===== src/rtl/csp_channel_4phase_if.sv =====
//------------------------------------------------------------------------------
// Module  : csp_channel_4phase_if
// Purpose : Sender/receiver 4-phase bundled-data handshake bundle for the
//           CSP rendezvous channel, plus status/counter observation signals.
// Revision: 1.0 - initial release
//------------------------------------------------------------------------------
`default_nettype none

interface csp_channel_4phase_if #(
    parameter int WIDTH       = 64,
    parameter int COUNT_WIDTH = 16
);
    logic                   s_req;
    logic [WIDTH-1:0]       s_data;
    logic                   s_ack;
    logic                   r_req;
    logic [WIDTH-1:0]       r_data;
    logic                   r_ack;
    logic [1:0]             status;
    logic                   proto_err;
    logic [COUNT_WIDTH-1:0] xfer_count;

    // Environment side: posts requests and bundled data.
    modport master (
        output s_req, s_data, r_req,
        input  s_ack, r_data, r_ack, status, proto_err, xfer_count
    );

    // Channel side.
    modport slave (
        input  s_req, s_data, r_req,
        output s_ack, r_data, r_ack, status, proto_err, xfer_count
    );
endinterface

`default_nettype wire


===== src/rtl/csp_channel_4phase.sv =====
//------------------------------------------------------------------------------
// Module  : csp_channel_4phase
// Purpose : Clocked CSP rendezvous channel; one transfer per both-sided 4-phase
//           request, status reporting, bundling-violation detect, transfer count.
// Revision: 1.0 - initial release
//------------------------------------------------------------------------------
`default_nettype none

module csp_channel_4phase #(
    parameter int WIDTH       = 64,
    parameter int COUNT_WIDTH = 16
) (
    input  wire                  clk,
    input  wire                  reset,
    csp_channel_4phase_if.slave  ch
);

    localparam logic       PH_LOW    = 1'b0;
    localparam logic       PH_HIGH   = 1'b1;

    localparam logic [1:0] ST_IDLE      = 2'd0;
    localparam logic [1:0] ST_SEND_PEND = 2'd1;
    localparam logic [1:0] ST_RECV_PEND = 2'd2;
    localparam logic [1:0] ST_BUSY      = 2'd3;

    logic                   s_ph_q,   s_ph_d;
    logic                   r_ph_q,   r_ph_d;
    logic [WIDTH-1:0]       r_data_q, r_data_d;
    logic [COUNT_WIDTH-1:0] count_q,  count_d;
    logic                   err_q,    err_d;
    logic                   hold_q,   hold_d;
    logic [WIDTH-1:0]       sdat_q,   sdat_d;
    logic                   xfer;
    logic [1:0]             status;

    always_ff @(posedge clk) begin
        if (reset) begin
            s_ph_q   <= PH_LOW;
            r_ph_q   <= PH_LOW;
            r_data_q <= '0;
            count_q  <= '0;
            err_q    <= 1'b0;
            hold_q   <= 1'b0;
            sdat_q   <= '0;
        end else begin
            s_ph_q   <= s_ph_d;
            r_ph_q   <= r_ph_d;
            r_data_q <= r_data_d;
            count_q  <= count_d;
            err_q    <= err_d;
            hold_q   <= hold_d;
            sdat_q   <= sdat_d;
        end
    end

    always_comb begin
        xfer = ch.s_req & ch.r_req & (s_ph_q == PH_LOW) & (r_ph_q == PH_LOW);

        s_ph_d = s_ph_q;
        if (xfer)
            s_ph_d = PH_HIGH;
        else if ((s_ph_q == PH_HIGH) && !ch.s_req)
            s_ph_d = PH_LOW;

        r_ph_d = r_ph_q;
        if (xfer)
            r_ph_d = PH_HIGH;
        else if ((r_ph_q == PH_HIGH) && !ch.r_req)
            r_ph_d = PH_LOW;

        r_data_d = xfer ? ch.s_data : r_data_q;
        count_d  = count_q + {{(COUNT_WIDTH-1){1'b0}}, xfer};

        // A lone, unacknowledged send must keep its data stable across cycles.
        hold_d = ch.s_req & ~ch.r_req & (s_ph_q == PH_LOW);
        sdat_d = ch.s_data;
        err_d  = hold_q & hold_d & (ch.s_data != sdat_q);
    end

    always_comb begin
        status = ST_IDLE;
        if ((s_ph_q == PH_HIGH) || (r_ph_q == PH_HIGH))
            status = ST_BUSY;
        else if (ch.s_req && !ch.r_req)
            status = ST_SEND_PEND;
        else if (ch.r_req && !ch.s_req)
            status = ST_RECV_PEND;
    end

    assign ch.s_ack      = (s_ph_q == PH_HIGH);
    assign ch.r_ack      = (r_ph_q == PH_HIGH);
    assign ch.r_data     = r_data_q;
    assign ch.status     = status;
    assign ch.proto_err  = err_q;
    assign ch.xfer_count = count_q;

endmodule

`default_nettype wire


===== src/flat_wrapper.sv =====
// flat-port wrapper written by rule: the top's interface ports become plain ports
module csp_channel_4phase_flat 
#(
    parameter int WIDTH       = 64,
    parameter int COUNT_WIDTH = 16
)
  (clk, reset, ch_s_req, ch_s_data, ch_r_req, ch_s_ack, ch_r_data, ch_r_ack, ch_status, ch_proto_err, ch_xfer_count);
  csp_channel_4phase_if #(.WIDTH(WIDTH), .COUNT_WIDTH(COUNT_WIDTH)) ch_i ();
  input  wire clk;
  input  wire reset;
  input wire logic [$bits(ch_i.s_req)-1:0] ch_s_req;
  input wire logic [$bits(ch_i.s_data)-1:0] ch_s_data;
  input wire logic [$bits(ch_i.r_req)-1:0] ch_r_req;
  output wire logic [$bits(ch_i.s_ack)-1:0] ch_s_ack;
  output wire logic [$bits(ch_i.r_data)-1:0] ch_r_data;
  output wire logic [$bits(ch_i.r_ack)-1:0] ch_r_ack;
  output wire logic [$bits(ch_i.status)-1:0] ch_status;
  output wire logic [$bits(ch_i.proto_err)-1:0] ch_proto_err;
  output wire logic [$bits(ch_i.xfer_count)-1:0] ch_xfer_count;
  assign ch_i.s_req = ch_s_req;
  assign ch_i.s_data = ch_s_data;
  assign ch_i.r_req = ch_r_req;
  assign ch_s_ack = ch_i.s_ack;
  assign ch_r_data = ch_i.r_data;
  assign ch_r_ack = ch_i.r_ack;
  assign ch_status = ch_i.status;
  assign ch_proto_err = ch_i.proto_err;
  assign ch_xfer_count = ch_i.xfer_count;
  csp_channel_4phase #(.WIDTH(WIDTH), .COUNT_WIDTH(COUNT_WIDTH)) u_core (.clk(clk), .reset(reset), .ch(ch_i));
endmodule

===== config.mk =====
export PLATFORM = sky130hd
export DESIGN_NAME = csp_channel_4phase_flat
export DESIGN_NICKNAME = d
export VERILOG_FILES = /design/src/rtl/csp_channel_4phase_if.sv /design/src/rtl/csp_channel_4phase.sv /design/src/flat_wrapper.sv
export SDC_FILE = /design/constraint.sdc
export NUM_CORES = 1
export LEC_CHECK = 0
export ABC_AREA = 1
export CAP_MARGIN = 0
export CORE_AREA = 3 3 109 111
export CTS_CLUSTER_DIAMETER = 150
export DETAILED_ROUTE_END_ITERATION = 10
export DIE_AREA = 0 0 112 114
export PLACE_DENSITY = 0.88
export SETUP_SLACK_MARGIN = 0.05
export SYNTH_ARGS = -nofsm -noshare
export SYNTH_HDL_FRONTEND = slang
export SYNTH_SLANG_ARGS = --single-unit

===== constraint.sdc =====
create_clock -name clk -period 5.9 [get_ports clk]
set_clock_uncertainty 0.1 [all_clocks]
set_input_delay 1.18 -clock clk [delete_from_list [all_inputs] [get_ports clk]]
set_output_delay 1.18 -clock clk [all_outputs]
set_load 0.01 [all_outputs]

==> impl_metrics.prom, run 1 <==
# TYPE chip_impl_metric gauge
chip_impl_metric{name="detail_route.iter0.violations",unit=""} 273
chip_impl_metric{name="grt_util_met1",unit=""} 0.240
chip_impl_metric{name="maximum_clock_frequency",unit="GHz"} 0.267
chip_impl_info{name="worst_path_max_delay_cell",value="sky130_fd_sc_hd__clkdlybuf4s50_1"} 1
chip_impl_metric{name="grt_antenna_before_repair",unit=""} 0
chip_impl_metric{name="nets",unit=""} 900
chip_impl_metric{name="post_route_cells_drive_above_1_share",unit=""} 0.0926
chip_impl_metric{name="first_pass_detailed_route_iteration_total",unit=""} 4
chip_impl_info{name="worst_path_most_repeated_cell",value="sky130_fd_sc_hd__clkdlybuf4s50_1"} 1
chip_impl_metric{name="ys_seq_elements",unit=""} 148
chip_impl_metric{name="cts.repair_timing.setup_buffer_count",unit=""} 0
chip_impl_metric{name="area.sequential",unit="um^2"} 2960
chip_impl_metric{name="synth_warnings",unit=""} 0
chip_impl_metric{name="ctsHtreeMaxLevel",unit=""} 4
chip_impl_metric{name="design.die.area",unit="um^2"} 12800
chip_impl_info{name="launching_instance_or_port_of_the_critical_path",value="ch_s_req"} 1
chip_impl_info{name="hold_path_class",value="flop to flop"} 1
chip_impl_metric{name="via_count",unit=""} 4706
chip_impl_metric{name="number_of_global_route_vias_before_repair",unit=""} 4659
chip_impl_metric{name="cellPowerDensity",unit="nW/um^2"} 302
chip_impl_metric{name="antenna-diode-count",unit=""} 0
chip_impl_metric{name="grt.met2_usage",unit=""} 0.362
chip_impl_metric{name="chipHeight",unit="um"} 114
chip_impl_metric{name="ys_types",unit=""} 24
chip_impl_metric{name="num_rows",unit=""} 38
chip_impl_metric{name="largest_net_degree_at_the_start_of_global_routing",unit=""} 125
chip_impl_info{name="critical_path.cell_chain",value="clkdlybuf4s50_1, inv_1, o21ai_0, clkdlybuf4s50_1"} 1
chip_impl_metric{name="place.detailed.hpwl",unit="mm"} 8.78
chip_impl_info{name="timing.critical_path.to_type",value="output pin"} 1
chip_impl_metric{name="globalRouteOverflowTotal",unit=""} 0
chip_impl_metric{name="groute.usage.overall",unit=""} 0.205
chip_impl_metric{name="synthesis.area_per_instance",unit="um^2"} 8.35
chip_impl_metric{name="arrival",unit="ns"} 2.46
chip_impl_metric{name="post_synth_design_cell_area",unit="um^2"} 5710
chip_impl_info{name="cts_root_buffer",value="sky130_fd_sc_hd__clkbuf_8"} 1
chip_impl_info{name="synth.top_cells.by_area",value="sky130_fd_sc_hd__dfxtp_1, sky130_fd_sc_hd__xnor2_1, sky130_fd_sc_hd__nor2_1"} 1
chip_impl_metric{name="slew_headroom",unit=""} 0.464
chip_impl_metric{name="cts.reportedPaths.clkPinSlew",unit="ns"} 0.06
chip_impl_metric{name="drt_drc_violations_left",unit=""} 0
chip_impl_metric{name="utilization",unit=""} 0.718
chip_impl_metric{name="routabilityCongestion",unit=""} 0.749
chip_impl_metric{name="setup_total_negative_slack",unit="ns"} 0
chip_impl_info{name="worst_r2r_startpoint",value="u_core.ch.s_ack"} 1
chip_impl_info{name="run_status",value="finished clean"} 1
chip_impl_metric{name="grt.met3_usage",unit=""} 0.0610
chip_impl_metric{name="cp_data_required_time",unit="ns"} 4.62
chip_impl_info{name="synth_top_area_cell",value="sky130_fd_sc_hd__dfxtp_1"} 1
chip_impl_info{name="busiest_layer",value="met2"} 1
chip_impl_metric{name="tightest_slew",unit="ns"} 0.804
chip_impl_metric{name="via_per_inst",unit=""} 4.79
chip_impl_metric{name="max_cap_violations",unit=""} 0
chip_impl_info{name="worst-setup-path-type",value="input port to output pin"} 1
chip_impl_metric{name="postRouteAntennaNets",unit=""} 0
chip_impl_metric{name="synth.net_count",unit=""} 755
chip_impl_metric{name="synth.yosys.seq_area_share",unit=""} 0.519
chip_impl_metric{name="final_min_period_over_clock_period",unit=""} 0.634
chip_impl_metric{name="wire_length_of_the_first_global_routing_pass",unit="mm"} 21.4
chip_impl_metric{name="cp_slowest_stage_delay",unit="ns"} 0.56
chip_impl_metric{name="worst-r2r-cell-count",unit=""} 12
chip_impl_info{name="endpoint",value="ch_status[0]"} 1
chip_impl_metric{name="cts_buffer_count",unit=""} 17
chip_impl_metric{name="cp_max_fanout",unit=""} 3
chip_impl_metric{name="area_delta_synth_final",unit="%"} 36.8
chip_impl_metric{name="cts_num_sinks",unit=""} 148
chip_impl_metric{name="fill_cells",unit=""} 822
chip_impl_metric{name="post_cts_hold_buffer_count",unit=""} 0
chip_impl_metric{name="reg2reg_setup_slack",unit="ns"} 3.60
chip_impl_metric{name="final-hold-violation-count",unit=""} 0
chip_impl_metric{name="finalSetupViolCount",unit=""} 0
chip_impl_metric{name="period_needed",unit="ns"} 3.74
chip_impl_metric{name="power.ir.vdd_worst",unit="uV"} 306
chip_impl_info{name="crit-reg2reg-capture",value="u_core.ch.xfer_count[14]"} 1
chip_impl_metric{name="insertion_delay",unit="ns"} 0.52
chip_impl_metric{name="ctsLongestPathBuffers",unit=""} 2
chip_impl_metric{name="routed_wire_length_per_instance",unit="um"} 13.1
chip_impl_metric{name="post_synth_inst_count",unit=""} 684
chip_impl_info{name="tritoncts",value="built"} 1
chip_impl_metric{name="routed_wirelength",unit="mm"} 12.9
chip_impl_metric{name="dpl.cell_count",unit=""} 950
chip_impl_metric{name="synthDominantCellAreaShare",unit=""} 0.519
chip_impl_metric{name="core_area",unit="um^2"} 10900
chip_impl_metric{name="io_pins",unit=""} 153
chip_impl_metric{name="post_cts.resized_instances",unit=""} 0
chip_impl_metric{name="multi_input_comb_area",unit="um^2"} 2230
chip_impl_metric{name="die_width",unit="um"} 112
chip_impl_metric{name="final_cells",unit=""} 982
chip_impl_metric{name="start_util",unit=""} 0.525
chip_impl_metric{name="final_max_slew_viols",unit=""} 0
chip_impl_metric{name="portBuffers",unit=""} 152
chip_impl_info{name="critical_path.startpoint_type",value="input port"} 1
chip_impl_info{name="grt_setup_unrepaired",value="false"} 1
chip_impl_metric{name="hold-worst-slack",unit="ns"} 0.336
chip_impl_metric{name="power.static_leakage",unit="uW"} 0.00321
final cells by class:
type	instances	area share
flip-flops and latches	148	0.379
multi-input cells	414	0.286
repair buffers	155	0.199
clock buffers	19	0.0552
inverters	93	0.0447
well taps	140	0.0224
clock inverters	13	0.0142
metrics by stage:
step,power (uW),instance area [um^2],worst slack [ns]
after floorplan,1260,5710,2.98
after global placement,1400,7270,2.17
after detailed placement,1410,7270,2.17
after CTS,2390,7820,2.17
after global routing,2460,7820,2.07
final,2360,7820,2.16
worst min path at each step:
stage | start | end | slack [ns] | cells past startpoint
floorplan | u_core.hold_q | u_core.ch.proto_err | 0.31 | 2
global placement | u_core.hold_q | u_core.ch.proto_err | 0.32 | 2
detailed placement | u_core.hold_q | u_core.ch.proto_err | 0.33 | 2
CTS | u_core.hold_q | u_core.ch.proto_err | 0.34 | 2
global route | u_core.hold_q | u_core.ch.proto_err | 0.36 | 2
finish | u_core.hold_q | u_core.ch.proto_err | 0.34 | 2
layer usage:
metal | up-vias | wire (um)
met1 | 2135 | 5470
li1 | 2417 | -
met4 | 0 | 188
met2 | 137 | 6370
met5 | - | 0
met3 | 17 | 855
placed cells by master (no fill, tap or decap), types with 3 or more instances in the layout:
cell                              instances
sky130_fd_sc_hd__nand2_2                  3
sky130_fd_sc_hd__clkinv_2                 5
sky130_fd_sc_hd__o21ai_1                 34
sky130_fd_sc_hd__a21oi_1                 39
sky130_fd_sc_hd__o21ai_0                 37
sky130_fd_sc_hd__xnor2_1                 55
sky130_fd_sc_hd__nand4_1                  3
sky130_fd_sc_hd__ha_1                     3
sky130_fd_sc_hd__nand2_1                 89
sky130_fd_sc_hd__a21oi_2                 34
sky130_fd_sc_hd__inv_1                   92
sky130_fd_sc_hd__clkbuf_16               16
sky130_fd_sc_hd__nor2_1                 100
sky130_fd_sc_hd__nor3_1                   6
sky130_fd_sc_hd__clkinvlp_4               4
sky130_fd_sc_hd__xor2_1                   3
sky130_fd_sc_hd__clkdlybuf4s50_1        151
sky130_fd_sc_hd__dfxtp_1                148
sky130_fd_sc_hd__clkinv_4                 3
flip-flops by register name, summed over array words and instances, names as in the netlist:
signal and flops:
u_core.ch.r_data 64, u_core.sdat_q 64, u_core.ch.xfer_count 16, u_core.ch.proto_err 1, u_core.ch.r_ack 1, u_core.ch.s_ack 1, u_core.hold_q 1
kinds of logic after synthesis:
kind of cell | after synthesis | share of synthesized area
and+or+nand+nor | 208 | 0.146
DFF | 148 | 0.519
AOI/OAI and AO/OA | 145 | 0.150
buffers and inverters | 122 | 0.0904
xor gates and xnor gates | 58 | 0.0889
adders and majority gates | 3 | 0.00657
Yosys cell counts, drive strengths merged:
cell type  instances
dfxtp            148
nor2             104
inv               93
nand2             92
a21oi             73
o21ai             71
xnor2             55
buf               18
clkbuf            11
nor3               7
ha                 3
nand4              3
xor2               3
nand3              2
o21a               1
critical path, delay by kind of cell:
kind / cells / cell delay (ns)
buf+inv: 3 / 1.13
compound gates: 1 / 0.16
power by group:
part | internal, uW | total (uW) | switching [uW]
clock | 567 | 975 | 408
sequential | 1060 | 1090 | 29.6
combinational | 158 | 300 | 142
Power figures use the tool's default switching activity.
==> inputs of run 2 (changes only) <==
CORE_AREA = 3 3 118 120   (was 3 3 109 111)
DIE_AREA = 0 0 121 123   (was 0 0 112 114)
PLACE_DENSITY = 0.8   (was 0.88)
clock period = 3 ns   (was 5.9 ns; I/O delays follow)
==> run 2 against run 1 <==
  * Sequential power is 96% higher
  * Worst hold slack got worse by 0.0086 ns
  * First-iteration DRC count up 10%
  * Core utilization fell by 11 points
  * Sequential cell count unchanged
  * Critical path depth unchanged
  * Global-route usage fell by 2.9 points
==> impl_metrics.prom, run 2 (same netlist as run 1, synthesis figures left out) <==
# TYPE chip_impl_metric gauge
chip_impl_metric{name="ctsHtreeMaxLevel",unit=""} 4
chip_impl_metric{name="chipHeight",unit="um"} 123
chip_impl_metric{name="cts.repair_timing.setup_buffer_count",unit=""} 0
chip_impl_info{name="worst-setup-path-type",value="input port to output pin"} 1
chip_impl_metric{name="number_of_global_route_vias_before_repair",unit=""} 4352
chip_impl_metric{name="io_pins",unit=""} 153
chip_impl_metric{name="core_area",unit="um^2"} 13100
chip_impl_metric{name="final_min_period_over_clock_period",unit=""} 0.875
chip_impl_metric{name="post_route_cells_drive_above_1_share",unit=""} 0.0936
chip_impl_metric{name="final_setup_slack_of_the_worst_path",unit="ns"} 0.375
chip_impl_info{name="min-delay-start",value="u_core.hold_q"} 1
chip_impl_metric{name="utilization",unit=""} 0.608
chip_impl_metric{name="area_delta_synth_final",unit="%"} 39.2
chip_impl_info{name="cts_root_buffer",value="sky130_fd_sc_hd__clkbuf_16"} 1
chip_impl_metric{name="cellPowerDensity",unit="nW/um^2"} 619
chip_impl_metric{name="grt.met2_usage",unit=""} 0.281
chip_impl_metric{name="detail_route.iter0.violations",unit=""} 301
chip_impl_metric{name="arrival",unit="ns"} 1.93
chip_impl_metric{name="drt_drc_violations_left",unit=""} 0
chip_impl_metric{name="post_cts.resized_instances",unit=""} 0
chip_impl_metric{name="hold-worst-slack",unit="ns"} 0.328
chip_impl_metric{name="grt_antenna_before_repair",unit=""} 0
chip_impl_metric{name="ctsLongestPathBuffers",unit=""} 2
chip_impl_metric{name="routed_wirelength",unit="mm"} 12.9
chip_impl_metric{name="setup_total_negative_slack",unit="ns"} 0
chip_impl_metric{name="antenna-diode-count",unit=""} 0
chip_impl_metric{name="insertion_delay",unit="ns"} 0.41
chip_impl_metric{name="routed_wire_length_per_instance",unit="um"} 12.6
chip_impl_info{name="layout.cells.most_common",value="sky130_fd_sc_hd__clkdlybuf4s50_1"} 1
chip_impl_metric{name="via_count",unit=""} 4615
chip_impl_info{name="hold_path_class",value="flop to flop"} 1
chip_impl_metric{name="groute.usage.overall",unit=""} 0.176
chip_impl_metric{name="final_max_slew_viols",unit=""} 0
chip_impl_metric{name="final-hold-violation-count",unit=""} 0
chip_impl_metric{name="maximum_clock_frequency",unit="GHz"} 0.381
chip_impl_metric{name="largest_net_degree_at_the_start_of_global_routing",unit=""} 130
chip_impl_metric{name="first_pass_detailed_route_iteration_total",unit=""} 4
chip_impl_metric{name="period_needed",unit="ns"} 2.63
chip_impl_metric{name="design.die.area",unit="um^2"} 14900
chip_impl_info{name="tritoncts",value="built"} 1
chip_impl_metric{name="dpl.cell_count",unit=""} 988
chip_impl_metric{name="place.detailed.hpwl",unit="mm"} 8.69
chip_impl_metric{name="die_width",unit="um"} 121
chip_impl_metric{name="worst_setup_slack_post_dpl",unit="ns"} 0.270
chip_impl_metric{name="start_util",unit=""} 0.437
chip_impl_metric{name="post_cts_hold_buffer_count",unit=""} 0
chip_impl_metric{name="tightest_slew",unit="ns"} 0.831
chip_impl_metric{name="power.ir.vdd_worst",unit="uV"} 348
chip_impl_metric{name="finalSetupViolCount",unit=""} 0
chip_impl_metric{name="wire_length_of_the_first_global_routing_pass",unit="mm"} 20.7
chip_impl_info{name="launching_instance_or_port_of_the_critical_path",value="ch_s_req"} 1
chip_impl_metric{name="cts_buffer_count",unit=""} 17
chip_impl_info{name="timing.critical_path.to_type",value="output pin"} 1
chip_impl_metric{name="grt_util_met1",unit=""} 0.218
chip_impl_metric{name="via_per_inst",unit=""} 4.52
chip_impl_info{name="run_status",value="finished clean"} 1
chip_impl_info{name="critical_path.startpoint_type",value="input port"} 1
chip_impl_metric{name="routabilityCongestion",unit=""} 0.732
chip_impl_info{name="grt_setup_unrepaired",value="false"} 1
chip_impl_metric{name="portBuffers",unit=""} 152
chip_impl_metric{name="cp_data_required_time",unit="ns"} 2.30
chip_impl_metric{name="final_cells",unit=""} 1020
chip_impl_metric{name="cts.reportedPaths.clkPinSlew",unit="ns"} 0.06
chip_impl_metric{name="globalRouteOverflowTotal",unit=""} 0
chip_impl_metric{name="slew_headroom",unit=""} 0.446
chip_impl_info{name="busiest_layer",value="met2"} 1
chip_impl_info{name="worst_r2r_startpoint",value="u_core.ch.s_ack"} 1
chip_impl_metric{name="postRouteAntennaNets",unit=""} 0
chip_impl_info{name="most-common-layout-cells",value="sky130_fd_sc_hd__clkdlybuf4s50_1, sky130_fd_sc_hd__dfxtp_1, sky130_fd_sc_hd__nor2_1"} 1
chip_impl_metric{name="cts_num_sinks",unit=""} 148
chip_impl_metric{name="power.static_leakage",unit="uW"} 0.00327
chip_impl_metric{name="num_rows",unit=""} 42
chip_impl_metric{name="cp_max_fanout",unit=""} 3
chip_impl_metric{name="max_cap_violations",unit=""} 0
chip_impl_metric{name="nets",unit=""} 902
chip_impl_metric{name="grt.met3_usage",unit=""} 0.0558
-- run 2: area by class of cell --
cell class	instances	area (um^2)
Fill cell	1113	5130
Sequential cell	148	2960
Multi-Input combinational cell	414	2230
Timing Repair Buffer	157	1570
Clock buffer	22	474
Inverter	93	349
Tap cell	176	220
Clock inverter	10	144
-- run 2: critical path, stage by stage --
cell and delay [ns]:
sky130_fd_sc_hd__clkdlybuf4s50_1 0.50, sky130_fd_sc_hd__inv_1 0.10, sky130_fd_sc_hd__o21ai_0 0.17, sky130_fd_sc_hd__clkdlybuf4s50_1 0.56
-- run 2: path summary, 6_finish.rpt --
path,to,slack (ns),cells past startpoint
worst max-delay path,ch_status[0],0.37,4
worst min register to register,u_core.ch.proto_err,0.33,2
worst min-delay path,u_core.ch.proto_err,0.33,2
worst max register to register,u_core.ch.xfer_count[12],0.89,13
-- run 2: stage by stage --
| stage | area [um^2] | power, uW |
|---|---|---|
| after floorplan | 5710 | 2480 |
| after global placement | 7330 | 2760 |
| after detailed placement | 7330 | 2770 |
| after CTS | 7950 | 4980 |
| after global routing | 7950 | 5120 |
| final | 7950 | 4920 |
-- run 2: metal layers --
layer	share of wire	wire length (um)	vias up
li1	-	-	2425
met1	0.45	5790	2029
met2	0.47	5980	141
met3	0.068	875	20
met4	0.016	206	0
met5	0	0	-
-- run 2: where the power goes --
part / switching [uW] / internal, uW / total (uW)
registers: 55.8 / 2080 / 2140
logic: 281 / 314 / 595
clock network: 805 / 1380 / 2190
total: 1140 / 3780 / 4920
